[src/rtl/bgpu_pkg.sv]
// Shared GPU front-end types: warp id, decoded instruction word and the
// instruction-buffer entry layout. Widths here are the build-wide defaults.
package bgpu_pkg;

   localparam int NumWarps   = 8;
   localparam int InstrWidth = 64;
   localparam int WarpWidth  = 32;
   localparam int WidWidth   = (NumWarps > 1) ? $clog2(NumWarps) : 1;

   typedef logic [WidWidth-1:0]   wid_t;
   typedef logic [InstrWidth-1:0] instr_t;
   typedef logic [WarpWidth-1:0]  act_mask_t;

   typedef struct packed {
      act_mask_t act_mask;
      instr_t    instr;
   } ib_entry_t;

   // Bits needed to hold a counter ranging over 0..max_val
   function automatic int cnt_width(input int max_val);
      return (max_val < 1) ? 1 : $clog2(max_val + 1);
   endfunction

endpackage

[src/rtl/ib_warp_queue.sv]
// Single-warp instruction queue: a small FIFO of decoded entries plus the
// reserved (fetch in flight), occupancy and inflight (dispatched, not yet
// completed) counters that gate fetch and dispatch for that warp.
// Optional build macro: BGPU_IB_PERF_EN adds the stall output.
module ib_warp_queue
   import bgpu_pkg::*;
#(
   parameter int IbDepth     = 2,
   parameter int MaxInflight = 4
) (
   input  logic      clk,
   input  logic      rst,
   input  logic      reserve,
   input  logic      write,
   input  logic      discard,
   input  ib_entry_t entry,
   input  logic      pop_ready,
   input  logic      done,
   output logic      space_available,
   output logic      all_finished,
   output logic      disp_valid,
   output ib_entry_t head
`ifdef BGPU_IB_PERF_EN
   ,
   output logic      stall
`endif
);

   localparam int CntW = cnt_width(IbDepth);
   localparam int InfW = cnt_width(MaxInflight);
   localparam int PtrW = $clog2(IbDepth);

   logic [CntW-1:0] reserved;
   logic [CntW-1:0] occ;
   logic [InfW-1:0] inflight;
   logic [PtrW-1:0] rd_ptr;
   logic [PtrW-1:0] wr_ptr;
   logic [CntW:0]   pending;
   logic            dec_any;
   logic            pop;
   ib_entry_t       mem [IbDepth];

   assign dec_any = write | discard;

   // Dispatch handshake: disp_valid is high while a head entry exists and
   // the warp is below its inflight limit; the head is popped on the edge
   // where disp_valid and pop_ready are both high. disp_valid never depends
   // on pop_ready, and the head data is meaningful only while disp_valid.
   assign disp_valid = (occ != '0) && (inflight < InfW'(MaxInflight));
   assign pop        = disp_valid & pop_ready;
   assign head       = mem[rd_ptr];

   assign pending         = (CntW+1)'(reserved) + (CntW+1)'(occ);
   assign space_available = pending < (CntW+1)'(IbDepth);
   assign all_finished    = (reserved == '0) && (occ == '0) && (inflight == '0);

`ifdef BGPU_IB_PERF_EN
   assign stall = (occ != '0) && !disp_valid;
`endif

   // Counters and pointers; a reserve and a decode in one cycle cancel out
   always_ff @(posedge clk) begin
      if (rst) begin
         reserved <= '0;
         occ      <= '0;
         inflight <= '0;
         rd_ptr   <= '0;
         wr_ptr   <= '0;
      end else begin
         case ({reserve, dec_any})
            2'b10:   reserved <= reserved + CntW'(1);
            2'b01:   reserved <= reserved - CntW'(1);
            default: reserved <= reserved;
         endcase
         case ({write, pop})
            2'b10:   occ <= occ + CntW'(1);
            2'b01:   occ <= occ - CntW'(1);
            default: occ <= occ;
         endcase
         case ({pop, done})
            2'b10:   inflight <= inflight + InfW'(1);
            2'b01:   inflight <= inflight - InfW'(1);
            default: inflight <= inflight;
         endcase
         // IbDepth is a power of two, so pointers wrap naturally
         if (write) wr_ptr <= wr_ptr + PtrW'(1);
         if (pop)   rd_ptr <= rd_ptr + PtrW'(1);
      end
   end

   // Entry storage is deliberately left unreset
   always_ff @(posedge clk) begin
      if (write) mem[wr_ptr] <= entry;
   end

`ifndef SYNTHESIS
   // Flag upstream protocol misuse that would corrupt the counters
   always @(posedge clk) begin
      if (!rst) begin
         assert (!(write && discard))
            else $error("ib_warp_queue: write and discard in the same cycle");
         assert (!(dec_any && reserved == '0))
            else $error("ib_warp_queue: decode without a reservation");
         assert (!(done && inflight == '0))
            else $error("ib_warp_queue: completion with nothing inflight");
         assert (!(reserve && !dec_any && reserved == CntW'(IbDepth)))
            else $error("ib_warp_queue: reservation counter overflow");
         assert (!(write && !pop && occ == CntW'(IbDepth)))
            else $error("ib_warp_queue: write into a full queue");
      end
   end
`endif

endmodule

[src/rtl/instruction_buffer.sv]
// Per-warp instruction buffer between decode and dispatch. The top level only
// steers the fetch, decode and completion events to the addressed warp queue.
// Optional build macro: BGPU_IB_PERF_EN adds perf_stall_cycles_o.
module instruction_buffer
   import bgpu_pkg::*;
#(
   parameter int NumWarps    = bgpu_pkg::NumWarps,
   parameter int IbDepth     = 2,
   parameter int InstrWidth  = bgpu_pkg::InstrWidth,
   parameter int WarpWidth   = bgpu_pkg::WarpWidth,
   parameter int MaxInflight = 4
) (
   input  logic                           clk_i,
   input  logic                           rst_i,
   input  logic                           fe_handshake_i,
   input  wid_t                           fe_warp_id_i,
   input  logic                           dec_valid_i,
   input  logic                           dec_discard_i,
   input  wid_t                           dec_warp_id_i,
   input  act_mask_t                      dec_act_mask_i,
   input  instr_t                         dec_instr_i,
   output logic      [NumWarps-1:0]       ib_space_available_o,
   output logic      [NumWarps-1:0]       ib_all_instr_finished_o,
   output logic      [NumWarps-1:0]       disp_valid_o,
   output instr_t    [NumWarps-1:0]       disp_instr_o,
   output act_mask_t [NumWarps-1:0]       disp_act_mask_o,
   input  logic      [NumWarps-1:0]       disp_ready_i,
   input  logic                           eu_done_i,
   input  wid_t                           eu_done_wid_i
`ifdef BGPU_IB_PERF_EN
   ,
   output logic      [31:0]               perf_stall_cycles_o
`endif
);

   // Shared types are fixed by bgpu_pkg; reject mismatched overrides
   if (InstrWidth != $bits(instr_t) || WarpWidth != $bits(act_mask_t) ||
       NumWarps > (2 ** $bits(wid_t)) || IbDepth < 2 ||
       (IbDepth & (IbDepth - 1)) != 0) begin : g_bad_cfg
      $error("instruction_buffer: configuration inconsistent with bgpu_pkg");
   end

   ib_entry_t dec_entry;
   assign dec_entry = '{act_mask: dec_act_mask_i, instr: dec_instr_i};

`ifdef BGPU_IB_PERF_EN
   logic [NumWarps-1:0] stall;
   logic [31:0]         perf_q;
`endif

   for (genvar w = 0; w < NumWarps; w++) begin : g_warp
      ib_entry_t head;

      ib_warp_queue #(
         .IbDepth     (IbDepth),
         .MaxInflight (MaxInflight)
      ) u_queue (
         .clk             (clk_i),
         .rst             (rst_i),
         .reserve         (fe_handshake_i && (fe_warp_id_i == wid_t'(w))),
         .write           (dec_valid_i && (dec_warp_id_i == wid_t'(w))),
         .discard         (dec_discard_i && (dec_warp_id_i == wid_t'(w))),
         .entry           (dec_entry),
         .pop_ready       (disp_ready_i[w]),
         .done            (eu_done_i && (eu_done_wid_i == wid_t'(w))),
         .space_available (ib_space_available_o[w]),
         .all_finished    (ib_all_instr_finished_o[w]),
         .disp_valid      (disp_valid_o[w]),
         .head            (head)
`ifdef BGPU_IB_PERF_EN
         ,
         .stall           (stall[w])
`endif
      );

      assign disp_instr_o[w]    = head.instr;
      assign disp_act_mask_o[w] = head.act_mask;
   end

`ifdef BGPU_IB_PERF_EN
   // Count cycles where some warp holds work but is blocked by its inflight limit
   always_ff @(posedge clk_i) begin
      if (rst_i) begin
         perf_q <= '0;
      end else if ((|stall) && (perf_q != '1)) begin
         perf_q <= perf_q + 32'd1;
      end
   end

   assign perf_stall_cycles_o = perf_q;
`endif

endmodule

[config.mk]
export PLATFORM = sky130hd
export DESIGN_NAME = instruction_buffer
export DESIGN_NICKNAME = d
export VERILOG_FILES = /design/src/rtl/bgpu_pkg.sv /design/src/rtl/ib_warp_queue.sv /design/src/rtl/instruction_buffer.sv
export SDC_FILE = /design/constraint.sdc
export NUM_CORES = 1
export LEC_CHECK = 0
export ABC_CLOCK_PERIOD_IN_PS = 6700
export CORE_MARGIN = 10
export CORE_UTILIZATION = 40
export DETAILED_ROUTE_END_ITERATION = 12
export GPL_TIMING_DRIVEN = 0
export PLACE_DENSITY = 0.7
export SETUP_SLACK_MARGIN = 0.3
export SLEW_MARGIN = 15
export SYNTH_ARGS = -nofsm -noshare
export SYNTH_HDL_FRONTEND = slang
export SYNTH_HIERARCHICAL = 1
export SYNTH_SLANG_ARGS = --single-unit
[constraint.sdc]
create_clock -name clk_i -period 6.7 [get_ports clk_i]
set_input_delay 2.01 -clock clk_i [delete_from_list [all_inputs] [get_ports clk_i]]
set_output_delay 2.01 -clock clk_i [all_outputs]
set_load 0.05 [all_outputs]
-- After elaboration in Yosys (flattened, before gate mapping)
Memories as Yosys holds them, arrays and structs flattened. A register that Yosys moved wholly into a read port is not among the register bits.
Index checks and enable logic that the tools add are counted.
W data, S select, Z words.
- flip-flop bits (word level): 72
- bits in latches: 0
- bits in writable memories: 1536
- ROM bits: 0
- input bits: 119
- output and inout port bits: 792
- logic and storage cells: 392
- memories kept: 8
- memory list (name ; depth ; width ; read ports ; clocked after memory_dff ; wr ports ; RTL line ; RTL):
    g_warp[0].u_queue.mem ; 2 ; 96 ; 1 ; 1 ; 1 ; ib_warp_queue.sv:41 ; ib_entry_t mem [IbDepth];
    g_warp[1].u_queue.mem ; 2 ; 96 ; 1 ; 1 ; 1 ; ib_warp_queue.sv:41 ;
    g_warp[2].u_queue.mem ; 2 ; 96 ; 1 ; 1 ; 1 ; ib_warp_queue.sv:41 ;
    g_warp[3].u_queue.mem ; 2 ; 96 ; 1 ; 1 ; 1 ; ib_warp_queue.sv:41 ;
    g_warp[4].u_queue.mem ; 2 ; 96 ; 1 ; 1 ; 1 ; ib_warp_queue.sv:41 ;
    g_warp[5].u_queue.mem ; 2 ; 96 ; 1 ; 1 ; 1 ; ib_warp_queue.sv:41 ;
    +2 memories ; - ; - ; - ; - ; - ; - ;
- add/sub/neg operators: 72
- multipliers: 0
- divide/modulo/power cells: 0
- magnitude comparators: 16
- eq/ne operators: 69
- shifts and indexed selects: 0
- mux-type cells: 56
- bitwise operators: 16
- reductions and logical operators: 115
- operator list (operator ; count):
    $pmux W2 S2 ; 16
    $reduce_bool A2 Y1 ; 32
    $logic_and A1 B1 Y1 ; 56
    $eq A2 B1 Y1 const B ; 24
    $eq A2 B2 Y1 const B ; 24
    $pmux W3 S2 ; 8
    $eq A3 B3 Y1 const B ; 12
    $logic_not A3 Y1 ; 11
    $add A2 B1 Y2 const B ; 16
    $logic_not A2 Y1 ; 16
    $mux W1 ; 32
    $sub A2 B1 Y2 const B ; 16
    $add A2 B2 Y3 ; 8
    $add A3 B1 Y3 const B ; 8
    $lt A3 B2 Y1 const B ; 8
    $lt A3 B3 Y1 const B ; 8
    $sub A3 B1 Y3 const B ; 8
    $eq A3 B2 Y1 const B ; 6
    $add A1 B1 Y1 const B ; 16
    $eq A3 B1 Y1 const B ; 3
    $and A1 B1 Y1 ; 8
    $or A1 B1 Y1 ; 8

-- Depth between registers and ports, before layout
- depth after elaboration: 5
- mapped depth: 8
- mapped depth without buffers: 8

-- Hierarchy
The synthesis kept the hierarchy.
- modules (own cells, without submodules) (module ; instances ; cells each ; area each (sq um) ; seq. area each (sq um)):
    ib_warp_queue ; 8 ; 355 ; 7463.4 ; 5965.7
    instruction_buffer ; 1 ; 35 ; 391.6 ; 0.0

-- Worst setup path before layout
Ideal clock, no wire load.
- path type: input-to-reg
- start: in dec_warp_id_i[1]
- end: mem g_warp[0].u_queue/mem[0][0] in the netlist's numbering, enable pin
- arrival: 6.608 ns
- path slack: -0.460 ns
- stages: 4
- buffers on the path: 1
- path through: buf_6 > nor4b_2 > inv_1 > nor2_1
- cells in the longest elaborated chain, start to end: 4
- RTL lines (item ; RTL line ; RTL):
    start: declaration ; instruction_buffer.sv:19 ; input wid_t dec_warp_id_i,
    $logic_not A3 Y1 ; instruction_buffer.sv:61 ; .write (dec_valid_i && (dec_warp_id_i == wid_t'(w))),
    $logic_and A1 B1 Y1 ; instruction_buffer.sv:61 ;
    $mux W1 ; ib_warp_queue.sv:93 ; if (write) mem[wr_ptr] <= entry;
    $mux W1 (not written as such) ; ib_warp_queue.sv:93 ;
    end: declaration ; ib_warp_queue.sv:41 ;
Every way passes these cells.

==> metrics.log <==
[metrics] outcome: finished, final reports clean
[metrics] cell at the root of the clock tree: sky130_fd_sc_hd__clkbuf_16
[metrics] ordered cell list for the critical path: buf_2 -> buf_2 -> mux2_2 -> clkdlybuf4s50_1
[metrics] HPWL Detailed: 132300 um
[metrics] worst hold path class: flip-flop to flip-flop
[metrics] Placed Instance Area: 73210 um2
[metrics] number of detailed-route iterations in the first pass: 5
[metrics] H-Tree Level Count: 4
[metrics] antenna violations before repair: 16
[metrics] cell type of the slowest stage on the worst timing path: sky130_fd_sc_hd__clkdlybuf4s50_1
[metrics] final sum of negative setup slack: 0 ns
[metrics] most frequent cell on the critical path: sky130_fd_sc_hd__buf_2
[metrics] Period Utilization, post-route: 0.7927
[metrics] commonest cells after routing, fill and taps aside: 1536 x sky130_fd_sc_hd__edfxtp_1, 909 x sky130_fd_sc_hd__clkdlybuf4s50_1, 784 x sky130_fd_sc_hd__mux2_2
[metrics] Port Buffers: 909
[metrics] Max IR drop VDD: 0.2648 mV
[metrics] number of buffers inserted during clock tree synthesis: 167
[metrics] maximum operating frequency: 0.1883 GHz
[metrics] Syn-to-layout area delta: 30.64%
[metrics] worst-case register-to-register setup slack: 4.49 ns
[metrics] power density over cell area: 303.5 nW/um2
[metrics] final number of setup-violating endpoints: 0
[metrics] share of synthesized area occupied by flip-flops and latches: 0.7941
[metrics] post-CTS resize count: 0
[metrics] Critical Path Max Stage Delay: 0.93 ns
[metrics] minimum clock period: 5.311 ns
[metrics] first-pass GRT wire length: 257700 um
[metrics] average wire per cell in the routed design: 30.34 um
[metrics] data required time of the worst path: 4.69 ns
[metrics] commonest non-fill, non-tap cell in the layout: sky130_fd_sc_hd__edfxtp_1
[metrics] Starting DRT DRC Count: 2759
[metrics] die outline width: 407.6 um
[metrics] number of nets produced by synthesis: 3034
[metrics] drt total wl: 187100 um
[metrics] kind of critical path: flip-flop to primary output
[metrics] Clock Pin Slew Worst Setup and Hold Paths: 0.06 ns
[metrics] Bufs on Longest Clock Path: 3
[metrics] Chip Height: 407.6 um
[metrics] average cell area after synthesis: 20.90 um2
[metrics] category of the worst setup path launch point: flip-flop
[metrics] Worst Max-Slew Pin Slew: 1.125 ns
[metrics] worst-case setup margin in the final layout: 1.389 ns
[metrics] I/O pin count: 911
[metrics] total number of vias: 31.82k
[metrics] via count of the first global-routing pass: 32.63k
[metrics] total global routing overflow: 0
[metrics] number of nets with antenna violations after detailed routing: 0
[metrics] clock skew: 0.05905 ns
[metrics] static leakage power: 25.73 nW
[metrics] worst hold slack across all endpoints: 0.5359 ns
[metrics] cell area after layout: 78510 um2
[metrics] Slew Limit Headroom: 0.2478
[metrics] setup repair after global routing missed its margin: false
[metrics] CP arrival: 3.30 ns
[metrics] initial core utilization: 0.4017
[metrics] Synth Warn #: 6
[metrics] Syn Std Cell Area: 60100 um2
[metrics] CP endpoint kind: primary output
[metrics] max-capacitance violation count: 0
[metrics] number of distinct library cells after synthesis: 30
[metrics] share of layout cells above drive strength 1: 0.2920
[metrics] Die ar.: 166200 um2
[metrics] number of sinks on the clock net: 1616
[metrics] synthesized flop and latch total: 1616
[metrics] DR vias/cell: 5.158
[metrics] std cell rows: 142
[metrics] CTS tree: built
[metrics] standard cell core area: 149600 um2
[metrics] Post-Syn Instances: 2875
[metrics] clock insertion delay at the later pin of the skew report: 0.80 ns
[metrics] worst setup timing slack at the placement stage: 1.744 ns
[metrics] Post-CTS Setup Inserts: 0
[metrics] CTS hold repair buffers: 0
[metrics] DR DRC count: 0
[metrics] number of pins exceeding their max-slew limit in the final report: 0
[metrics] overall track demand over capacity in global routing: 0.2176
[metrics] maximum number of pins on one net before global-route repair: 43
[metrics] Final Wtd Congestion: 0.7932
[metrics] nets: 4172
[metrics] final hold viol count: 0
[metrics] crit-path max FO: 10
==> report_power, final <==
group	switching (W)	total, W	internal (W)	leakage [nW]
Clock	0.00393	0.00896	0.00503	2.56
Combinational	0.00241	0.00359	0.00118	8.64
Sequential	0.0000624	0.0113	0.0112	14.5
Total	0.00640	0.0238	0.0174	25.7
==> stage by stage <==
step	utilization	instances	total power [W]
detailed placement	0.4894	5860	0.01510
CTS	0.5247	6163	0.02404
global route	0.5248	6164	0.02453
floorplan	-	2875	0.01363
global placement	0.4796	5800	0.01505
finish	0.5248	6168	0.02382
==> synth_stat cells <==
library cell	number	area (um2)
sky130_fd_sc_hd__fa_1	16	320.3
sky130_fd_sc_hd__dfxtp_1	80	1602
sky130_fd_sc_hd__mux2i_1	8	80.08
sky130_fd_sc_hd__nor2b_1	8	50.05
sky130_fd_sc_hd__buf_6	43	484.2
sky130_fd_sc_hd__and4bb_1	4	50.05
sky130_fd_sc_hd__nor4_1	8	50.05
sky130_fd_sc_hd__inv_1	24	90.09
sky130_fd_sc_hd__nor3b_4	8	150.1
sky130_fd_sc_hd__and4_2	2	20.02
sky130_fd_sc_hd__xnor2_1	32	280.3
sky130_fd_sc_hd__mux2_2	784	8828
sky130_fd_sc_hd__or3_1	24	150.1
sky130_fd_sc_hd__and4b_2	2	22.52
sky130_fd_sc_hd__buf_2	48	240.2
sky130_fd_sc_hd__nor4b_1	2	17.52
sky130_fd_sc_hd__or2_2	8	50.05
sky130_fd_sc_hd__clkbuf_1	8	30.03
sky130_fd_sc_hd__and4b_1	10	100.1
sky130_fd_sc_hd__edfxtp_1	1536	46120
sky130_fd_sc_hd__nand2_1	8	30.03
sky130_fd_sc_hd__and2_1	16	100.1
sky130_fd_sc_hd__and4_1	2	17.52
sky130_fd_sc_hd__xor2_1	24	210.2
sky130_fd_sc_hd__and4bb_2	8	100.1
sky130_fd_sc_hd__o21ai_0	24	120.1
sky130_fd_sc_hd__a21oi_1	24	120.1
sky130_fd_sc_hd__ha_1	24	300.3
sky130_fd_sc_hd__nor4b_2	2	30.03
sky130_fd_sc_hd__nor2_1	88	330.3
==> flip-flops by register name, indices dropped and copies added, names as in the netlist, named ones only <==
signal,cells
g_warp.u_queue/mem,1536
g_warp.u_queue/rd_ptr,8
g_warp.u_queue/wr_ptr,8
g_warp.u_queue/inflight,24
g_warp.u_queue/occ,16
g_warp.u_queue/reserved,16
==> logic make-up (layout without fill, tap and decap cells) <==
logic type | after synthesis | after routing | synth area share
AO/OA/AOI/OAI | 48 | 48 | 0.003997
buffers and inverters | 123 | 1395 | 0.01405
adder cells (fa/ha/maj) | 40 | 40 | 0.01033
multiplexers | 792 | 792 | 0.1482
flip-flops | 1616 | 1616 | 0.7941
other | 0 | 5 | 0
AND/OR/NAND/NOR | 200 | 200 | 0.02111
XOR/XNOR | 56 | 56 | 0.008161
==> worst paths after layout <==
path | startpoint | endpoint | cells after the start
min reg2reg | g_warp[4].u_queue/occ[1] | g_warp[4].u_queue/occ[1] | 2
max | flip-flop | disp_act_mask_o[14] | 4
max reg2reg | g_warp[2].u_queue/occ[0] | g_warp[2].u_queue/inflight[2] | 8
min | g_warp[4].u_queue/occ[1] | g_warp[4].u_queue/occ[1] | 2
==> layer usage <==
metal,share of wire,GRT usage
met5,0.00041,0
met3,0.084,0.06308
met2,0.49,0.3623
met4,0.032,0.07081
met1,0.39,0.2725
==> worst max-delay path: cells and delay by family, from the launching register on <==
family	cells	cell delay [ns]
muxes	1	0.31
DFF	1	0.30
buffers and inverters	3	1.86
==> final cells by class <==
type / instances / area, um2
diodes: 5 / 12.51
plain buffers: 99 / 754.5
clock buffers: 205 / 4374
clock inverters: 98 / 914.6
fillers: 11790 / 71090
inverters: 24 / 90.09
multi-input cells: 1136 / 11610
flip-flops and latches: 1616 / 47730
well taps: 2016 / 2522
repair buffers: 969 / 10510
Power figures use the tool's default switching activity.
